<file path="config.mk">
export PLATFORM = sky130hd
export DESIGN_NAME = apb_arb_master
export DESIGN_NICKNAME = d
export VERILOG_FILES = /design/src/rtl/apb_arb_master.sv
export SDC_FILE = /design/constraint.sdc
export NUM_CORES = 1
export LEC_CHECK = 0
export CAP_MARGIN = 30
export CORE_ASPECT_RATIO = 1.4
export CORE_MARGIN = 2
export CORE_UTILIZATION = 43
export DETAILED_ROUTE_END_ITERATION = 7
export GPL_TIMING_DRIVEN = 0
export PLACE_DENSITY_LB_ADDON = 0.15
export SLEW_MARGIN = 20
export SYNTH_ARGS = -nofsm -noshare
export SYNTH_HDL_FRONTEND = slang
export SYNTH_SLANG_ARGS = --single-unit
</file>
<file path="constraint.sdc">
create_clock -name pclk -period 2.2 [get_ports pclk]
set_clock_uncertainty 0.15 [all_clocks]
set_input_delay 0.33 -clock pclk [delete_from_list [all_inputs] [get_ports pclk]]
set_output_delay 0.33 -clock pclk [all_outputs]
set_load 0.005 [all_outputs]
</file>
<file path="src/rtl/apb_arb_master.sv">
// Two-client round-robin APB master: SETUP/ACCESS sequencing, pready waits and
// wait-state timeout. All outputs come straight from registers.
module apb_arb_master #(
    parameter int AW      = 4,
    parameter int DW      = 8,
    parameter int TIMEOUT = 15
) (
    input  logic          pclk,
    input  logic          preset,
    input  logic [1:0]    req,
    input  logic [1:0]    req_write,
    input  logic [AW-1:0] req0_addr,
    input  logic [AW-1:0] req1_addr,
    input  logic [DW-1:0] req0_wdata,
    input  logic [DW-1:0] req1_wdata,
    output logic [1:0]    gnt,
    output logic [1:0]    done,
    output logic          err,
    output logic [DW-1:0] rdata,
    output logic          psel,
    output logic          penable,
    output logic          pwrite,
    output logic [AW-1:0] paddr,
    output logic [DW-1:0] pwdata,
    input  logic          pready,
    input  logic [DW-1:0] prdata
);

    localparam int WCW = (TIMEOUT < 2) ? 1 : $clog2(TIMEOUT + 1);
    localparam logic [WCW-1:0] TMO = WCW'(TIMEOUT);

    typedef enum logic [1:0] {IDLE, SETUP, ACCESS} state_t;

    state_t          state_q;
    logic [1:0]      gnt_q;
    logic [1:0]      done_q;
    logic            err_q;
    logic [DW-1:0]   rdata_q;
    logic            psel_q;
    logic            penable_q;
    logic            pwrite_q;
    logic [AW-1:0]   paddr_q;
    logic [DW-1:0]   pwdata_q;
    logic [WCW-1:0]  wait_q;
    logic            prio_q;

    logic [1:0]      elig;
    logic            win;
    logic [WCW-1:0]  wait_d;
    logic            timeout_hit;

    // The client just finished is masked while its done pulse is high.
    always_comb begin
        elig = req & ~done_q;
        win  = 1'b0;
        if (elig == 2'b11) begin
            win = prio_q;
        end else if (elig[1]) begin
            win = 1'b1;
        end
    end

    assign wait_d      = wait_q + 1'b1;
    assign timeout_hit = (TIMEOUT != 0) && (wait_d == TMO);

    always_ff @(posedge pclk or posedge preset) begin
        if (preset) begin
            state_q   <= IDLE;
            gnt_q     <= '0;
            done_q    <= '0;
            err_q     <= 1'b0;
            rdata_q   <= '0;
            psel_q    <= 1'b0;
            penable_q <= 1'b0;
            pwrite_q  <= 1'b0;
            paddr_q   <= '0;
            pwdata_q  <= '0;
            wait_q    <= '0;
            prio_q    <= 1'b0;
        end else begin
            done_q <= '0;
            err_q  <= 1'b0;
            case (state_q)
                IDLE: begin
                    if (|elig) begin
                        paddr_q   <= win ? req1_addr : req0_addr;
                        pwdata_q  <= win ? req1_wdata : req0_wdata;
                        pwrite_q  <= req_write[win];
                        gnt_q     <= win ? 2'b10 : 2'b01;
                        psel_q    <= 1'b1;
                        penable_q <= 1'b0;
                        state_q   <= SETUP;
                    end
                end
                SETUP: begin
                    penable_q <= 1'b1;
                    wait_q    <= '0;
                    state_q   <= ACCESS;
                end
                ACCESS: begin
                    if (pready || timeout_hit) begin
                        psel_q    <= 1'b0;
                        penable_q <= 1'b0;
                        gnt_q     <= '0;
                        done_q    <= gnt_q;
                        err_q     <= ~pready;
                        if (pready && !pwrite_q) begin
                            rdata_q <= prdata;
                        end
                        prio_q    <= ~gnt_q[1];
                        state_q   <= IDLE;
                    end else begin
                        wait_q <= wait_d;
                    end
                end
                default: state_q <= IDLE;
            endcase
        end
    end

    assign gnt     = gnt_q;
    assign done    = done_q;
    assign err     = err_q;
    assign rdata   = rdata_q;
    assign psel    = psel_q;
    assign penable = penable_q;
    assign pwrite  = pwrite_q;
    assign paddr   = paddr_q;
    assign pwdata  = pwdata_q;

endmodule
</file>
==> reports/metrics.csv, run 1 <==
stage,metric,value,unit
status,status,completed,
die,row cnt,26,
sta,Worst-Margin Slew,0.707,ns
sta,endpoints failing setup,0,
drt,WL/cell,15.0,µm
synth,"EDFF count, synth",0,
global_routing,gr ovfl total,0,
setup_path,reg-to-reg endpoint,prio_q,
layout,ANT cells,0,
die,die area,4360,µm²
setup_path,CP startpoint,wait_q[1],
setup_path,kind of critical path,reg -> reg,
setup_path,WP data arrival,2.02,ns
clock_network,Clock Latency Late Sink,0.28,ns
global_routing,first-pass GRT wire length,6780,µm
pwr,combinational cell fraction of total power,0.446,
setup_path,WP data required,2.25,ns
die,core area,3680,µm²
clock_network,CTS buffer count,5,
global_routing,Tot GR Track Use,0.199,
setup_path,Worst setup SP type,flop,
drt,WL met1,1460,µm
sta,Hold Fails Final Rpt,0,
sta,Achievable Freq,0.508,GHz
setup_path,peak fanout along the critical path,6,
synth,Mapped Area,1650,µm²
setup_path,slowest CP cell,dfrtp_1,
drt,WL final,3940,µm
layout,register area,876,µm²
pwr,clock power share,0.153,
pwr,part of the power in registers,0.401,
pwr,peak supply drop,0.666,mV
setup_path,worst path cell trace,"ha_1, and2b_4, a21oi_4, o21a_4, nor2_2, mux2i_1",
synth,yosys warns,0,
drt,Vias/cell,5.25,
setup_path,FF-to-FF path depth,6,
sta,Final Cycle Share,0.895,
place,GP Congestion,0.891,
setup_path,flop2flop setup slack,0.23,ns
layout,area of the multi-input gates,711,µm²
synth,"FF+latch count, synth",35,
setup_path,Worst R2R Start,wait_q[1],
clock_network,# hold bufs at CTS,0,
drt,DR iter-0 viols,40,
clock_network,CTS max path bufs,2,
synth,Post-Synthesis Cells,149,
pwr,Lkg Pwr,1.04,nW
sta,WHS,0.332,ns
clock_network,clock root cell,clkbuf_8,
synth,synthesized area per cell,11.1,µm²
clock_network,PostCTS Resize Cnt,0,
clock_network,H-tree level count,2,
layout,share of layout cells above drive strength 1,0.113,
layout,Layout area overhead,47.6,%
synth,part of the Yosys area used for sequential elements,0.531,
synth,Synth cell types,39,
synth,Syn Nets,190,
sta,RSZ-0062 raised after global routing,false,
place,PortBufs,66,
drt,Max Used Layer,met4,
drt,Met3 Wirelength,248,µm
sta,Max Slew Vio Count,0,
pwr,PD cells,1110,nW/µm²
layout,fillers,306,
drt,metal2 WL,2180,µm
drt,drt pass-1 iters,4,
die,die width,56.4,µm
job,maxcap violations,0,
setup_path,Crit path largest cell delay,0.44,ns
drt,Routed Antenna Nets,0,
die,Initial Util,0.449,
pwr,internal power,1.82,mW
sta,relative slew slack,0.528,
synth,async set or reset register ratio after synthesis,1.00,
clock_network,Num Clock Sinks,35,
die,Die Ht,77.3,µm
sta,post-layout minimum cycle time,1.97,ns
global_routing,initial antenna violation count,0,
drt,via count,1381,
global_routing,vias in the first global route,1509,
synth,Synth Flop Type,dfrtp_1,
min_path,hold crit path type,in -> async,
sta,Total Neg Setup Slack,0,ns
place,placed wire-length estimate,3070,µm
pwr,Sw Share,0.327,
setup_path,CP endpoint kind,flop,
clock_network,clk slew on worst S/H paths,0.06,ns
clock_network,CTS tree,yes,
drt,# DRC,0,
pwr,Switch Pwr,0.884,mW
global_routing,largest net degree at the start of global routing,36,
clock_network,Setup Buffers After CTS,0,
die,# IOs,67,
layout,Layout Nets,263,
## registers in the layout, indices dropped and copies added (netlist names)
name     cells
pwrite       1
rdata        8
gnt          2
paddr        4
state_q      2
penable      1
prio_q       1
psel         1
done         2
wait_q       4
err          1
pwdata       8
## power groups by stage
stage	clock, mW	combinational (mW)	sequential, mW
after floorplan	0	0.530	1.09
after global placement	0	1.18	1.08
after detailed placement	0	1.22	1.09
after CTS	0.428	1.23	1.09
after global routing	0.457	1.33	1.12
final	0.413	1.21	1.08
## synthesized netlist by cell type, types with 3 or more instances
| cell type | number | area share |
|---|---|---|
| dfrtp_1 | 35 | 0.53 |
| nand2_1 | 20 | 0.045 |
| o21ai_0 | 16 | 0.049 |
| mux2i_1 | 14 | 0.085 |
| inv_1 | 7 | 0.016 |
| mux2_2 | 7 | 0.048 |
| a21oi_1 | 5 | 0.015 |
| nor2_1 | 5 | 0.011 |
| buf_4 | 3 | 0.014 |
| clkbuf_1 | 3 | 0.0068 |
## per-stage QoR
stage | cell area (µm²) | cells | worst slack, ns | power (mW) | utilization
after floorplan | 1650 | 149 | 0.413 | 1.62 | -
after detailed placement | 2360 | 257 | 0.130 | 2.32 | 0.643
after global routing | 2440 | 263 | 0.104 | 2.90 | 0.663
after global placement | 2360 | 257 | 0.132 | 2.26 | 0.643
final | 2440 | 263 | 0.231 | 2.70 | 0.663
after CTS | 2440 | 263 | 0.214 | 2.74 | 0.663
## placed cells by master (no fill, tap or decap), types with 3 or more instances in the layout
cell             netlist  final
nand2_1               20     20
mux2i_1               14     14
mux2_2                 7      7
nor2_1                 5      5
clkbuf_1               3      4
clkdlybuf4s50_1        0     66
a21oi_1                5      5
dfrtp_1               35     35
o21ai_0               16     16
clkbuf_8               0      5
inv_1                  7      6
buf_4                  3      3
## per-layer routing
| layer | track usage | vias up |
|---|---|---|
| met5 | 0 | - |
| met4 | 0.0762 | 0 |
| met1 | 0.218 | 669 |
| met2 | 0.349 | 44 |
| met3 | 0.0658 | 7 |
| li1 | - | 661 |
## logic make-up after synthesis
| kind of cell | after synthesis | share of synthesized area |
|---|---|---|
| and+or+nand+nor | 40 | 0.125 |
| buffers and inverters | 14 | 0.0387 |
| muxes | 22 | 0.139 |
| DFF | 35 | 0.531 |
| AOI/OAI and AO/OA | 36 | 0.151 |
| adders and majority gates | 2 | 0.0152 |
## area by class of cell
| cell class | instances | share of cell area |
|---|---|---|
| flip-flops and latches | 35 | 0.360 |
| multi-input cells | 100 | 0.292 |
| repair buffers | 66 | 0.271 |
| clock buffers | 6 | 0.0298 |
| well taps | 42 | 0.0216 |
| plain buffers | 6 | 0.0139 |
| inverters | 8 | 0.0123 |
## worst max path at each step
stage                            to  slack (ns)  cells past startpoint
after global placement    pwdata[1]        0.13                      7
after floorplan           wait_q[2]        0.41                      6
after detailed placement  pwdata[1]        0.13                      7
after global routing         prio_q        0.10                      6
final                        prio_q        0.23                      6
after CTS                    prio_q        0.21                      6
## critical path: cells and delay by family (launching register included)
| family | cells | cell delay (ns) |
|---|---|---|
| DFF | 1 | 0.44 |
| and+or+nand+nor | 2 | 0.48 |
| adders and majority gates | 1 | 0.26 |
| muxes | 1 | 0.23 |
| AOI/OAI and AO/OA | 2 | 0.31 |
No activity file was read; power rests on OpenSTA's default activity.
==> run 2, diff against run 1 <==
--- a/constraint.sdc
+++ b/constraint.sdc
@@ -4,2 +4,2 @@
 set_output_delay 0.33 -clock pclk [all_outputs]
-set_load 0.005 [all_outputs]
+set_load 0.1 [all_outputs]
==> reports/metrics.csv, run 2 (same netlist as run 1, synthesis figures left out) <==
stage,metric,value,unit
drt,# DRC,0,
global_routing,gr ovfl total,0,
clock_network,H-tree level count,2,
clock_network,clock root cell,clkbuf_8,
drt,Vias/cell,5.25,
setup_path,slowest CP cell,dlygate4sd2_1,
place,PortBufs,66,
setup_path,CP endpoint kind,output port,
setup_path,reg-to-reg endpoint,prio_q,
die,die width,56.4,µm
setup_path,peak fanout along the critical path,3,
min_path,hold crit path type,in -> async,
global_routing,Tot GR Track Use,0.200,
sta,Max Slew Vio Count,0,
layout,share of layout cells above drive strength 1,0.113,
global_routing,largest net degree at the start of global routing,36,
clock_network,# hold bufs at CTS,0,
layout,"Core Util, Final",0.653,
global_routing,initial antenna violation count,0,
layout,ANT cells,0,
status,status,completed,
clock_network,CTS tree,yes,
clock_network,PostCTS Resize Cnt,28,
setup_path,WP buf/inv,1,
sta,Total Neg Setup Slack,0,ns
layout,most frequent cells in the layout,"38 x clkdlybuf4s50_1, 35 x dfrtp_1, 28 x dlygate4sd2_1, 20 x nand2_1, 16 x o21ai_0",
clock_network,CTS buffer count,5,
setup_path,FF-to-FF path depth,6,
die,Die Ht,77.3,µm
setup_path,flop2flop setup slack,0.23,ns
layout,Layout Nets,263,
die,die area,4360,µm²
clock_network,Setup Buffers After CTS,0,
sta,RSZ-0062 raised after global routing,false,
setup_path,Worst R2R Start,wait_q[1],
sta,Final Cycle Share,0.933,
clock_network,Num Clock Sinks,35,
sta,Hold Fails Final Rpt,0,
clock_network,Clock Latency Late Sink,0.28,ns
drt,Routed Antenna Nets,0,
sta,Achievable Freq,0.487,GHz
layout,Layout area overhead,45.5,%
setup_path,Worst setup SP type,flop,
setup_path,Crit path largest cell delay,0.89,ns
layout,"most common cell after layout, fill and taps aside",clkdlybuf4s50_1,
setup_path,worst path cell trace,dlygate4sd2_1,
drt,via count,1380,
die,# IOs,67,
drt,drt pass-1 iters,4,
setup_path,WP data required,1.72,ns
sta,Worst-Margin Slew,0.977,ns
setup_path,kind of critical path,reg -> out,
global_routing,vias in the first global route,1512,
die,core area,3680,µm²
job,maxcap violations,0,
drt,WL/cell,15.0,µm
setup_path,family with the most delay on the worst path,buffers and inverters,
drt,WL final,3950,µm
sta,relative slew slack,0.351,
global_routing,first-pass GRT wire length,6810,µm
sta,endpoints failing setup,0,
place,GP Congestion,0.891,
setup_path,WP data arrival,1.57,ns
sta,post-layout minimum cycle time,2.05,ns
drt,DR iter-0 viols,34,
die,Initial Util,0.449,
die,row cnt,26,
layout,fillers,326,
place,placed wire-length estimate,3070,µm
clock_network,clk slew on worst S/H paths,0.06,ns
clock_network,CTS max path bufs,2,
[run 2: cell count changes in the layout (fill, tap and decap cells not counted), sizes merged]
cell and change:
clkdlybuf4s50 -28, dlygate4sd2 +28
[run 2: layer usage]
layer  vias up  global-route usage  share of wire
met2        40               0.353           0.55
met3         7              0.0658          0.061
li1        660                   -              -
met5         -                   0              0
met1       673               0.218           0.37
met4         0              0.0762          0.016
[run 2: area by class of cell]
cell class,count,area (µm²),area share
multi-input combinational,100,711,0.296
inverter,8,30.0,0.0125
buffer,6,33.8,0.0141
timing repair buffer,66,626,0.261
clock buffer,6,72.6,0.0302
tap,42,52.6,0.0219
sequential,35,876,0.365
[run 2: through the flow]
step / area (µm²) / hold WS, ns / setup WS [ns] / std cells
after floorplan: 1650 / 0.251 / 0.122 / 149
after global placement: 2360 / 0.312 / 0.132 / 257
after detailed placement: 2360 / 0.325 / 0.130 / 257
after CTS: 2400 / 0.334 / 0.126 / 263
after global routing: 2400 / 0.351 / 0.104 / 263
final: 2400 / 0.331 / 0.148 / 263
[run 2: worst max path at each step]
stage,endpoint,startpoint,depth (start not counted),slack [ns]
3_5_place_dp,pwdata[1],req[1],7,0.13
3_3_place_gp,pwdata[1],req[1],7,0.13
4_1_cts,pwrite,pwrite,1,0.13
5_1_grt,prio_q,wait_q[1],6,0.10
6_report,pwrite,pwrite,1,0.15
2_1_floorplan,penable,done[0],6,0.12
Power of run 2 is not shown: default switching activity piles up to over one toggle a cycle in this logic, so the estimate is an artifact.
==> run 3, diff against run 2 <==
Settings changed: TNS_END_PERCENT from default to 20.
==> results of run 3 <==
Final layout, timing and power as in run 2 (identical DEF).
Power of run 3 is left out for the same reason.
